## config.mk

```make
export PLATFORM = sky130hd
export DESIGN_NAME = varredura_display_bcd
export DESIGN_NICKNAME = d
export VERILOG_FILES = /design/src/rtl/varredura_display_bcd.sv
export SDC_FILE = /design/constraint.sdc
export NUM_CORES = 1
export LEC_CHECK = 0
export CORE_MARGIN = 4
export CORE_UTILIZATION = 30
export DETAILED_ROUTE_END_ITERATION = 10
export PLACE_DENSITY_LB_ADDON = 0.05
export SLEW_MARGIN = 20
export SYNTH_ARGS = -nofsm -noshare
export SYNTH_HDL_FRONTEND = slang
export SYNTH_SLANG_ARGS = --single-unit
```

## constraint.sdc

```tcl
create_clock -name clock -period 4.1 [get_ports clock]
set_clock_uncertainty 0.05 [all_clocks]
set_input_delay 0.41 -clock clock [delete_from_list [all_inputs] [get_ports clock]]
set_output_delay 0.41 -clock clock [all_outputs]
set_load 0.005 [all_outputs]
```

## src/rtl/varredura_display_bcd.sv

```systemverilog
`default_nettype none
// ============================================================================
//  Module      : varredura_display_bcd
//  Description : Latches a 3-digit BCD value (hundreds/tens/units) on a load
//                strobe and time-multiplexes it onto a shared 3-digit
//                7-segment display. Each digit owns a slot of DIVISOR clock
//                cycles. The first cycle of every slot is a blank guard
//                cycle that suppresses ghosting while the digit select
//                changes. Optional leading-zero blanking is supported.
//  Revision    : 1.0 - initial release
// ----------------------------------------------------------------------------
//  Parameters
//    DIVISOR          clock cycles per digit slot (2 .. 2**20)
//    SEG_ATIVO_BAIXO  1 = segment outputs active-low, 0 = active-high
//    DIG_ATIVO_BAIXO  1 = digit selects active-low,   0 = active-high
//  Ports
//    clock            in   1  system clock, rising edge
//    reset            in   1  asynchronous active-high reset
//    carregar         in   1  load strobe, BCD inputs captured while 1
//    bcd_centenas     in   4  hundreds digit
//    bcd_dezenas      in   4  tens digit
//    bcd_unidades     in   4  units digit
//    apagar_zeros     in   1  1 = blank leading zeros (sampled live)
//    segmentos        out  7  segment drive, [6:0] = g f e d c b a
//    selecao_digito   out  3  one-hot digit enable, bit0 units .. bit2 hundreds
//    carregado        out  1  one-cycle pulse the cycle after a capture
// ============================================================================
module varredura_display_bcd #(
   parameter int unsigned DIVISOR         = 50000,
   parameter bit          SEG_ATIVO_BAIXO = 1'b1,
   parameter bit          DIG_ATIVO_BAIXO = 1'b1
) (
   input  logic       clock,
   input  logic       reset,
   input  logic       carregar,
   input  logic [3:0] bcd_centenas,
   input  logic [3:0] bcd_dezenas,
   input  logic [3:0] bcd_unidades,
   input  logic       apagar_zeros,
   output logic [6:0] segmentos,
   output logic [2:0] selecao_digito,
   output logic       carregado
);

   // ------------------------------------------------------------------------
   // Constants
   // ------------------------------------------------------------------------
   localparam int unsigned     CNT_W   = (DIVISOR > 1) ? $clog2(DIVISOR) : 1;
   localparam logic [CNT_W-1:0] CNT_MAX = CNT_W'(DIVISOR - 1);

   // Polarity-correct "everything off" codes for the two output buses.
   localparam logic [6:0] SEG_OFF = SEG_ATIVO_BAIXO ? 7'b111_1111 : 7'b000_0000;
   localparam logic [2:0] SEL_OFF = DIG_ATIVO_BAIXO ? 3'b111 : 3'b000;

   // Scan slots; the encoding doubles as the digit index (0 = units).
   typedef enum logic [1:0] {
      SLOT_UNIDADES = 2'd0,
      SLOT_DEZENAS  = 2'd1,
      SLOT_CENTENAS = 2'd2
   } slot_t;

   // ------------------------------------------------------------------------
   // State
   // ------------------------------------------------------------------------
   logic [3:0]       cent_q, cent_d;
   logic [3:0]       dez_q,  dez_d;
   logic [3:0]       uni_q,  uni_d;
   logic [CNT_W-1:0] cnt_q,  cnt_d;
   slot_t            slot_q, slot_d;
   logic             guard_q, guard_d;
   logic [6:0]       seg_q,  seg_d;
   logic [2:0]       sel_q,  sel_d;
   logic             carregado_q, carregado_d;

   // ------------------------------------------------------------------------
   // Active-high g..a decode. Codes 10..15 render as a dash.
   // ------------------------------------------------------------------------
   function automatic logic [6:0] decode_bcd(input logic [3:0] digito);
      logic [6:0] padrao;
      case (digito)
         4'd0:    padrao = 7'b011_1111;
         4'd1:    padrao = 7'b000_0110;
         4'd2:    padrao = 7'b101_1011;
         4'd3:    padrao = 7'b100_1111;
         4'd4:    padrao = 7'b110_0110;
         4'd5:    padrao = 7'b110_1101;
         4'd6:    padrao = 7'b111_1101;
         4'd7:    padrao = 7'b000_0111;
         4'd8:    padrao = 7'b111_1111;
         4'd9:    padrao = 7'b110_1111;
         default: padrao = 7'b100_0000;
      endcase
      return padrao;
   endfunction

   // ------------------------------------------------------------------------
   // State register
   // ------------------------------------------------------------------------
   always_ff @(posedge clock or posedge reset) begin
      if (reset) begin
         cent_q      <= 4'd0;
         dez_q       <= 4'd0;
         uni_q       <= 4'd0;
         cnt_q       <= '0;
         slot_q      <= SLOT_UNIDADES;
         guard_q     <= 1'b1;
         seg_q       <= SEG_OFF;
         sel_q       <= SEL_OFF;
         carregado_q <= 1'b0;
      end else begin
         cent_q      <= cent_d;
         dez_q       <= dez_d;
         uni_q       <= uni_d;
         cnt_q       <= cnt_d;
         slot_q      <= slot_d;
         guard_q     <= guard_d;
         seg_q       <= seg_d;
         sel_q       <= sel_d;
         carregado_q <= carregado_d;
      end
   end

   // ------------------------------------------------------------------------
   // Next-state and registered-output logic
   // ------------------------------------------------------------------------
   logic       w_wrap;
   logic [3:0] w_digito;
   logic       w_apagado;
   logic [2:0] w_sel_ativo;

   always_comb begin
      // Defaults: hold state.
      cent_d      = cent_q;
      dez_d       = dez_q;
      uni_d       = uni_q;
      cnt_d       = cnt_q;
      slot_d      = slot_q;
      guard_d     = guard_q;
      seg_d       = SEG_OFF;
      sel_d       = SEL_OFF;
      carregado_d = carregar;
      w_wrap      = 1'b0;
      w_digito    = 4'd0;
      w_apagado   = 1'b0;
      w_sel_ativo = 3'b000;

      // Shadow capture.
      if (carregar) begin
         cent_d = bcd_centenas;
         dez_d  = bcd_dezenas;
         uni_d  = bcd_unidades;
      end

      // Refresh counter and slot sequencing.
      w_wrap = (cnt_q == CNT_MAX);
      if (w_wrap) begin
         cnt_d = '0;
         case (slot_q)
            SLOT_UNIDADES: slot_d = SLOT_DEZENAS;
            SLOT_DEZENAS:  slot_d = SLOT_CENTENAS;
            SLOT_CENTENAS: slot_d = SLOT_UNIDADES;
            default:       slot_d = SLOT_UNIDADES;
         endcase
      end else begin
         cnt_d = cnt_q + 1'b1;
      end
      // The guard flag marks a counter value of 0, i.e. the cycle after a wrap.
      guard_d = w_wrap;

      // Digit for the current slot, with leading-zero blanking. Only a real
      // zero code counts as zero, so invalid codes are never blanked.
      case (slot_q)
         SLOT_UNIDADES: begin
            w_digito    = uni_q;
            w_sel_ativo = 3'b001;
            w_apagado   = 1'b0;
         end
         SLOT_DEZENAS: begin
            w_digito    = dez_q;
            w_sel_ativo = 3'b010;
            w_apagado   = apagar_zeros && (cent_q == 4'd0) && (dez_q == 4'd0);
         end
         SLOT_CENTENAS: begin
            w_digito    = cent_q;
            w_sel_ativo = 3'b100;
            w_apagado   = apagar_zeros && (cent_q == 4'd0);
         end
         default: begin
            w_digito    = 4'd0;
            w_sel_ativo = 3'b000;
            w_apagado   = 1'b1;
         end
      endcase

      // Guard cycles keep both buses off; otherwise the slot's digit is
      // enabled even when its segments are blanked.
      if (!guard_q) begin
         sel_d = w_sel_ativo ^ {3{DIG_ATIVO_BAIXO}};
         if (!w_apagado) begin
            seg_d = decode_bcd(w_digito) ^ {7{SEG_ATIVO_BAIXO}};
         end
      end
   end

   assign segmentos      = seg_q;
   assign selecao_digito = sel_q;
   assign carregado      = carregado_q;

endmodule
`default_nettype wire

```

# Word-level counts from Yosys, hierarchy flattened
# Memories as Yosys holds them, arrays and structs flattened.
# Index checks and enable logic that the tools add are counted.
# classes
n_reduce_logical,5
eq_ne,3
n_addsub,1
mux,10
n_bitwise,2
# ops
cell,n
7-bit two-way mux,4
16-bit by 1-bit adder with 16-bit output (second input constant),1
16-bit equality test (second input constant),1
16-bit two-way mux,1
4-bit case mux with 3 select lines,1
3-bit case mux with 3 select lines,1
4-bit logical NOT,2
7-bit NOT,1
2-bit case mux with 2 select lines,1
3-bit two-way mux,1
3-bit NOT,1
1-bit case mux with 3 select lines,1
2-bit by 1-bit equality test with 1-bit output (second input constant),1
2-bit equality test (second input constant),1
1-bit logical AND,2
2-bit logical NOT,1
# totals
elab_cells,31
romBits,112
n_memories,1
in_bits,16
regBits,42
out_inout_bits,11
# memory_table
memory,depth,width,rd,rd_clocked_by_memory_dff,wr,line,source
(no name shown),16,7,1,0,0,80,case (digito)

# Longest topological paths before layout
# Gate-level depths: netlist (run 1).
# depth
depth_word,9
mapped_depth,9
ltp_nobuf,8

# Worst setup path after synthesis (run 1)
# Ideal clock, no wire load.
# synth_timing
kind,reg-to-reg
from,register slot_q[0]
to,"register seg_q[4], in the netlist segmentos[4]"
path_stages_with_launch,10
path_buffers,1
arrival_time_ns,1.830
required_time_ns,3.960
setup_time_ns,0.090
synth_period_minus_slack_ns,1.970
slack_ns,2.130
path_cell_list,dfrtp_1 > buf_6 > mux2i_1 > o2bb2ai_1 > inv_1 > ha_1 > nor2b_1 > o21a_1 > a2111oi_0 > o21ai_1
# synth_via
elab_chain_len,8
elab_cells_between_ends,11
classes_between,2 x eq/ne; 6 x mux; 1 x bitwise; 1 x reduce/logical; 1 x memory
# synth_rtl
element,line,source
"start, declared",69,"slot_t slot_q, slot_d;"
"start signal, assigned",115,slot_q <= slot_d;
2-bit equality test (tied with other cells),172,case (slot_q)
4-bit case mux with 3 select lines,172,
memory read 16 x 7 bit,-,
7-bit two-way mux,199,if (!w_apagado) begin
7-bit two-way mux,197,if (!guard_q) begin
7-bit NOT (no source line),-,
7-bit two-way mux *,199,
7-bit two-way mux *,197,
via seg_d[4],71,"logic [6:0] seg_q, seg_d;"
"end signal, assigned",117,seg_q <= seg_d;
"end, declared",71,
# The timed path passes the listed nets; every way through them passes the cells marked *. The select of a mux whose other input is x is not followed.
# A chain may end at the register's enable or synchronous reset.

# Worst setup path in the final report (run 1)
# layout_timing
from,register slot_q[1]
to,"register seg_q[4], in the netlist segmentos[4]"
# The elaborated chain is that of the path after synthesis.

==> run metrics, run 1 <==
run status finished clean; H-tree lvl count 2; yosys warns 0; post-synth cell types 46; Placeable Area approximately 6500 sq um; met3 wire len between 200 and 250 um; Max Clock Freq 0.398 GHz; period utilisation layout 61.3%; post-route antenna net violation count 0; routed vias/inst 4.90; Syn-to-layout area delta 23.2%; cell area after synthesis ~2000 sq um; CP endpoint kind flip-flop; multi-input logic area 925 sq um; setup repair after global routing missed its margin false; Setup crit start kind flip-flop; DR vias 1,353; drt pass-1 iters 4; asr flop ratio synth 100%; FF+latch count, synth between 40 and 50; non-filler cells, final around 280; pin count of the biggest net entering global routing 30; Boundary Pins 27; Post-synth top flop dfrtp_1; FF-to-FF path depth 8; final slew viol count 0; number of global-route vias before repair approximately 1.3k; PwrDens 387 nW/um^2; Crit Path Max Fanout 15; Pwr Total roughly 980 uW; worst r2r src slot_q[1]; top sig layer met4; CTS max path bufs 2; Post-CTS Hold Fix Bufs 0; Filler cells 621; Hold Crit Class in -> async; Site Rows 29; setup_tns 0 ns; post-synthesis sequential area ratio 52.0%; GP Congestion between 0.7 and 0.8; Die Y a little over 90 um; CP Class reg -> reg; placed cells approximately 270; final setup violation count 0; CTS tree done; clock-pin slew on the worst setup and hold paths about 0.08 ns; Die ar. slightly above 8000 sq um; WP data required 4.26 ns; metal2 WL between 1500 and 2000 um; Final #Nets 221; crit path DAT about 2.7 ns; met1 wire length approximately 2000 um; Starting Density between 30% and 40%; clk sinks 42; MaxCap Viol Count 0; clk_lat worst skew a little under 0.3 ns; Overflow after GRT 0; Setup Fix Bufs, Post-CTS 0; Syn Nets approximately 190; Avg Cell Area, Syn 12.2 sq um; CTS resizes 0; Reg area 1060 sq um; share of layout cells above drive strength 1 between 20% and 30%; initial antenna violation count 0; WL/cell 14.6 um; reg2reg end segmentos[4]; GRT Util Overall approximately a tenth; Clk Tree Root Cell clkbuf_8; Die Width about 91 um; TritonCTS buffer count 5; Worst-Margin Slew between 0.5 and 0.6 ns; First DRT Iteration DRCs 62; Max IR drop VDD a little over 0.2 mV; drt total wl roughly 4000 um; PortBufs 26; DPL Wire Length between 3000 and 4000 um; Leakage ~0.0010 uW; Ant. Diodes 0; Final Critical Period around 2.5 ns; worst reg2reg setup slack 1.58 ns; first-pass GRT wire length ~6700 um; Synth Instances 168; number of enable flip-flop cells after synthesis 0; max_slew headroom around 62%; Fin. Hold Viols 0; DRC 0
[cells in the mapped netlist, types with 2 or more instances]
| library cell | count | area (sq um) |
|---|---|---|
| a21o_1 | 2 | 15.0 |
| a21oi_1 | 3 | 15.0 |
| and4_4 | 2 | 22.5 |
| buf_6 | 2 | 22.5 |
| dfrtp_1 | 31 | 776 |
| dfstp_2 | 11 | 289 |
| ha_1 | 7 | 87.6 |
| inv_1 | 7 | 26.3 |
| mux2_2 | 13 | 146 |
| mux2i_1 | 9 | 90.1 |
| nand2_1 | 8 | 30.0 |
| nand3_1 | 5 | 25.0 |
| nand4_1 | 4 | 25.0 |
| nor2_1 | 15 | 56.3 |
| nor2b_1 | 2 | 12.5 |
| nor3_1 | 3 | 15.0 |
| nor4_1 | 2 | 12.5 |
| o211ai_1 | 5 | 37.5 |
| o21a_1 | 2 | 15.0 |
| xnor2_1 | 7 | 61.3 |
| xor2_1 | 3 | 26.3 |
[cell type report]
type                            instances  share of cell area [%]
Tap cell                               77                    3.82
Multi-Input combinational cell        115                    36.7
Timing Repair Buffer                   27                    10.6
Clock inverter                          2                    2.38
Sequential cell                        42                    42.2
Clock buffer                            6                    3.27
Inverter                                7                    1.04
[cells by family (layout without fill, tap and decap cells)]
kind of cell	after synthesis	count (layout)	synth area share, %
xor+xnor	10	10	4.28
mux	24	24	12.8
simple gates	49	49	13.3
fa+ha+maj	7	7	4.28
buf+inv	11	42	2.81
compound gates	25	25	10.5
flops	42	42	52.0
[through the flow]
stage                     hold WS [ns]  worst slack, ns  utilization [%]  area (sq um)
after floorplan                  0.391             2.13                -          2050
after global placement           0.424             1.71             36.6          2380
after detailed placement         0.436             1.62             36.6          2380
after CTS                        0.429             1.58             38.8          2520
after global routing             0.458             1.31             38.8          2520
final                            0.411             1.58             38.8          2520
[metal layers]
metal	vias to the layer above	track usage, %
li1	659	-
met1	657	14.3
met2	31	15.0
met3	6	3.17
met4	0	3.83
met5	-	0
[registers in the layout, summed over array words and instances, names as in the netlist]
name and count:
selecao_digito 3, cnt_q 16, segmentos 7, dez_q 4
cent_q 4, guard_q 1, carregado 1, slot_q 2
uni_q 4
[worst max path at each step]
| stage | from | endpoint | slack (ns) | cells past startpoint |
|---|---|---|---|---|
| finish | slot_q[1] | segmentos[4] | 1.58 | 8 |
| floorplan | slot_q[0] | segmentos[4] | 2.13 | 9 |
| global route | slot_q[1] | segmentos[4] | 1.31 | 8 |
| global placement | slot_q[1] | segmentos[4] | 1.71 | 8 |
| detailed placement | slot_q[1] | segmentos[4] | 1.62 | 8 |
| CTS | slot_q[1] | segmentos[4] | 1.58 | 8 |
[where the power goes]
part	internal, uW	switching [uW]
sequential	446	15.2
clock	260	144
combinational	64.1	48.8
[cells in the final DEF (no fill, tap or decap), types with 2 or more instances in the layout]
cell / instances
ha_1: 7
nor4_1: 2
mux2i_1: 9
nor3_1: 3
nor2b_1: 2
clkdlybuf4s50_1: 26
o211ai_1: 5
nor2_1: 15
bufinv_16: 2
a21oi_1: 3
dfrtp_1: 31
xor2_1: 3
xnor2_1: 7
o21a_1: 2
a21o_1: 2
nand3_1: 5
clkbuf_8: 6
nand2_1: 8
dfstp_2: 11
inv_1: 7
and4_4: 2
mux2_2: 13
nand4_1: 4
[worst max-delay path, cell delays in order (launching register included)]
cell,delay [ns]
dfrtp_1,0.70
nor2b_4,0.36
a2bb2oi_1,0.19
inv_1,0.17
ha_1,0.22
nor2b_1,0.06
o21a_1,0.16
a2111oi_0,0.39
o21ai_1,0.13
Note: power is estimated with default switching activity, not from simulation.
==> run 2, diff against run 1 <==
clock period = 2.5 ns   (was 4.1 ns; I/O delays follow)
==> run 2 against run 1 <==
Sequential power increased by 64%; first-iteration DRC count decreased by 50%; clock power increased by 11%; worst hold slack got worse by 0.050 ns; flip-flop and latch count unchanged; die area unchanged; clock-buffer cell count increased by 1; register-to-register slack got worse by 1.2 ns; final cell count increased by 1.1%; critical path type unchanged; largest cell class unchanged.
==> run metrics, run 2 (synthesis gave the netlist of run 1 again) <==
P_sw roughly 330 uW; Leakage 0.00103 uW; clock-pin slew on the worst setup and hold paths around 0.08 ns; Comb pwr share 13.4%; final design utilization roughly two fifths; setup_tns 0 ns; Filler cells 632; Crit Path Max Fanout 10; WL/cell between 10 and 15 um; run status finished clean; M1 GR Usage between 10% and 20%; Largest register FFs 16; Final Critical Period between 2 and 2.5 ns; commonest non-fill, non-tap cell in the layout dfrtp_1; crit path from slot_q[0]; Placeable Area between 6000 and 7000 sq um; final setup violation count 0; FF-to-FF path depth 8; Die Width 90.6 um; Design Area, Final between 2000 and 2500 sq um; pin count of the biggest net entering global routing 43; first-pass GRT wire length a little under 7000 um; Reg area approximately 1100 sq um; PwrDens about 560 nW/um^2; DPL Wire Length 2990 um; routed vias/inst about 4.9; worst r2r src slot_q[0]; Setup Fix Bufs, Post-CTS 0; Crit-path slowest cell dfrtp_2; Starting Density between 30% and 40%; First DRT Iteration DRCs 31; Boundary Pins 27; crit-path cells mux2i_1, o2bb2ai_1, inv_1, ha_1, nor2b_1, o21a_1, a2111oi_0, o21ai_1; sw frac a little under a quarter; worst reg2reg setup slack roughly 0.39 ns; max_slew headroom about 62%; post-route antenna net violation count 0; most flop-heavy register cnt_q; max incr delay on CP between 0.4 and 0.5 ns; Syn-to-layout area delta 21.9%; GRT busiest layer met1; Die ar. approximately 8200 sq um; Hold Crit Class in -> async; commonest non-fill, non-tap cells in the layout dfrtp_1, clkdlybuf4s50_1, nor2_1; Pwr Total roughly 1400 uW; clock share of power about a third; PortBufs 26; Fin. Hold Viols 0; Max Clock Freq 0.473 GHz; CP endpoint kind flip-flop; initial antenna violation count 0; H-tree lvl count 2; CTS tree done; share of layout cells above drive strength 1 a little under a quarter; DRC 0; WP data required 2.66 ns; CP Class reg -> reg; Max IR drop VDD roughly 0.26 mV; Overflow after GRT 0; GRT Util Overall 10.6%; TritonCTS buffer count 5; CTS max path bufs 2; Ant. Diodes 0; Site Rows 29; clk_lat worst skew roughly 0.29 ns; clk sinks 42; DP Area approximately 2400 sq um; Worst setup endpoint segmentos[4]; setup repair after global routing missed its margin false; GP Congestion roughly 0.78; multi-input logic area 925 sq um; Final #Nets approximately 220; MaxCap Viol Count 0; sequential share of power ~54%; final slew viol count 0; cell-internal power approximately 1100 uW; M3 GR Usage 3.08%; number of global-route vias before repair 1,323; Worst-Margin Slew about 0.57 ns; Setup crit start kind flip-flop; GR Util met2 between 10 and 15%; drt total wl about 4000 um; Clk Tree Root Cell clkbuf_8; DR vias about 1.4k; drt pass-1 iters 4; reg2reg end segmentos[4]; Die Y 90.6 um; crit path DAT 2.27 ns; period utilisation layout 84.5%
[run 2: through the flow]
step / setup WS [ns] / hold slack, ns / std cells
CTS: 0.283 / 0.378 / 279
floorplan: 0.530 / 0.231 / 168
finish: 0.388 / 0.361 / 279
global placement: 0.376 / 0.422 / 271
global route: 0.0867 / 0.403 / 279
detailed placement: 0.318 / 0.428 / 271
[run 2: cell type report]
type	instances	share of cell area [%]
sequential	42	42.7
inverter	7	1.05
tap	77	3.86
multi-input combinational	115	37.1
clock inverter	1	0.201
timing repair buffer	30	11.6
clock buffer	7	3.46
[run 2: routing by layer]
layer	up-vias	routed length, um
li1	666	-
met1	660	2140
met2	28	1660
met3	4	173
met4	0	52
met5	-	0
[run 2: worst min-delay path by stage]
stage / cells after the start / endpoint / from
floorplan: 0 / carregado / carregar
global placement: 1 / cnt_q[0] / cnt_q[0]
detailed placement: 1 / cnt_q[0] / cnt_q[0]
CTS: 3 / cnt_q[9] / reset
global route: 3 / cnt_q[5] / reset
finish: 3 / cnt_q[12] / reset
[run 2: what timing repair did]
item                       4_1_cts  5_1_grt
setup endpoints to repair        0        1
hold buffers                     0        0
gates resized for setup          0        1
[run 2: worst max-delay path, delay by kind of cell (launching register included)]
family / cells / cell delay (ns)
and+or+nand+nor: 1 / 0.06
buffers and inverters: 1 / 0.15
muxes: 1 / 0.23
DFF: 1 / 0.49
AOI/OAI and AO/OA: 4 / 0.83
adders and majority gates: 1 / 0.21
[run 2: power groups by stage]
| stage | Combinational (uW) | Sequential [uW] | Clock [uW] |
|---|---|---|---|
| after floorplan | 98.2 | 764 | 0 |
| after global placement | 189 | 770 | 0 |
| after detailed placement | 190 | 769 | 0 |
| after CTS | 192 | 756 | 477 |
| after global routing | 209 | 761 | 501 |
| final | 187 | 755 | 448 |
==> run 3, diff against run 2 <==
clock period = 2 ns   (was 2.5 ns; I/O delays follow)
==> run 3 against run 2 <==
Non-clock buffer count up 6; clock power up 46%; maximum frequency up 16%; critical path depth down 4; first-iteration DRC count up 29%; flip-flop and latch count unchanged; largest power group unchanged; worst setup slack worse by 0.21 ns; combinational power up 32%; die area unchanged.
==> run metrics, run 3 (synthesis gave the netlist of run 1 again) <==
Crit Path Max Fanout 10; cell count along the critical path 4; Final #Nets 230; routed vias/inst approximately 4.7; DPL Wire Length 2940 um; period utilisation layout just over 90%; Fin. Hold Viols 0; Max IR drop VDD 0.357 mV; WL/cell approximately 14 um; WP buf/inv 0; final setup violation count 0; Max Clock Freq 0.550 GHz; Leakage 0.00107 uW; share of layout cells above drive strength 1 between 20% and 30%; MaxCap Viol Count 0; Die Width ~90 um; multi-input logic area approximately 940 sq um; DR vias 1,349; Setup crit start kind flip-flop; Filler cells 636; clock-pin slew on the worst setup and hold paths 0.08 ns; H-tree lvl count 2; Final Critical Period 1.82 ns; drt total wl 3920 um; WP data required 2.12 ns; Die ar. ~8200 sq um; First DRT Iteration DRCs 40; delay-heaviest family, CP simple AND/OR/NAND/NOR gates; first-pass GRT wire length around 7000 um; max incr delay on CP 0.44 ns; Ant. Diodes 0; post-route antenna net violation count 0; Placeable Area roughly 6500 sq um; TritonCTS buffer count 5; CP Class reg -> reg; Die Y just over 90 um; run status finished clean; Reg area 1070 sq um; most flop-heavy register cnt_q; initial antenna violation count 0; Crit-path slowest cell dfrtp_1; Hold Crit Class in -> async; clk_lat worst skew 0.28 ns; non-filler cells, final between 200 and 300; commonest non-fill, non-tap cells in the layout dfrtp_1, clkdlybuf4s50_1, nor2_1; Boundary Pins 27; Worst-Margin Slew 0.580 ns; max_slew headroom around 61%; crit-path cells nor4bb_1, and4_4, and2_4, mux2_4; FF-to-FF path depth 4; DRC 0; CTS tree done; PwrDens approximately 720 nW/um^2; setup repair after global routing missed its margin false; final hold slack around 0.31 ns; Overflow after GRT 0; Clk Tree Root Cell clkbuf_8; CP endpoint kind flip-flop; PortBufs 26; final slew viol count 0; CTS max path bufs 2; final design utilization 39.6%; final worst-path setup slack 0.182 ns; GP Congestion 0.769; Site Rows 29; GRT Util Overall 10.5%; Largest register FFs 16; Post-CTS Hold Fix Bufs 0; pin count of the biggest net entering global routing 43; drt pass-1 iters 4; Syn-to-layout area delta 25.5%; commonest non-fill, non-tap cell in the layout dfrtp_1; placed cells approximately 280; setup_tns 0 ns; number of global-route vias before repair 1,388; crit path DAT 1.94 ns; clk sinks between 40 and 50; Starting Density approximately a third; pre-CTS setup slack between 0.01 and 0.015 ns
-- run 3: worst paths after layout --
kind                              to  slack (ns)       from
hold / removal             cnt_q[13]        0.31      reset
hold reg to reg             cnt_q[0]        0.43   cnt_q[0]
setup / recovery           slot_q[0]        0.18  cnt_q[13]
max in group asynchronous  slot_q[0]        1.21      reset
setup reg to reg           slot_q[0]        0.18  cnt_q[13]
min in group clock          cnt_q[0]        0.43   cnt_q[0]
-- run 3: what timing repair did --
item | CTS | global route
pin swaps | 0 | 0
endpoints found under the setup margin | 1 | 1
endpoints found under the hold margin | 0 | 0
buffers inserted | 0 | 1
resized for setup | 1 | 4
-- run 3: cell type report --
cell class	instances	share of cell area, %
inverters	7	1.02
repair buffers	36	13.0
flip-flops and latches	42	41.5
multi-input cells	115	36.6
clock inverters	1	1.17
clock buffers	7	2.97
well taps	77	3.75
-- run 3: power breakdown --
group / leakage (uW) / total (uW) / switching, uW / internal [uW]
logic: 0.000515 / 246 / 103 / 144
registers: 0.000503 / 943 / 29.5 / 914
clock network: 0.0000524 / 652 / 278 / 374
total: 0.00107 / 1840 / 410 / 1430
-- run 3: worst reg2reg max path, delay by kind of cell, from the launching register on --
family / cells / cell delay [ns]
flops: 1 / 0.44
simple gates: 3 / 0.90
mux: 1 / 0.31
-- run 3: per-stage QoR --
stage | power [uW] | instance area [sq um]
floorplan | 1080 | 2050
global placement | 1200 | 2440
detailed placement | 1200 | 2440
CTS | 1870 | 2550
global route | 1950 | 2570
finish | 1840 | 2570
-- run 3: metal layers --
| metal | up-vias | global-route usage (%) | wire length (um) | part of all wire [%] |
|---|---|---|---|---|
| met1 | 648 | 15.7 | 2050 | 52 |
| met2 | 24 | 14.0 | 1680 | 43 |
| li1 | 675 | - | - | - |
| met4 | 0 | 3.83 | 30 | 0.76 |
| met5 | - | 0 | 0 | 0 |
| met3 | 2 | 3.33 | 166 | 4.2 |
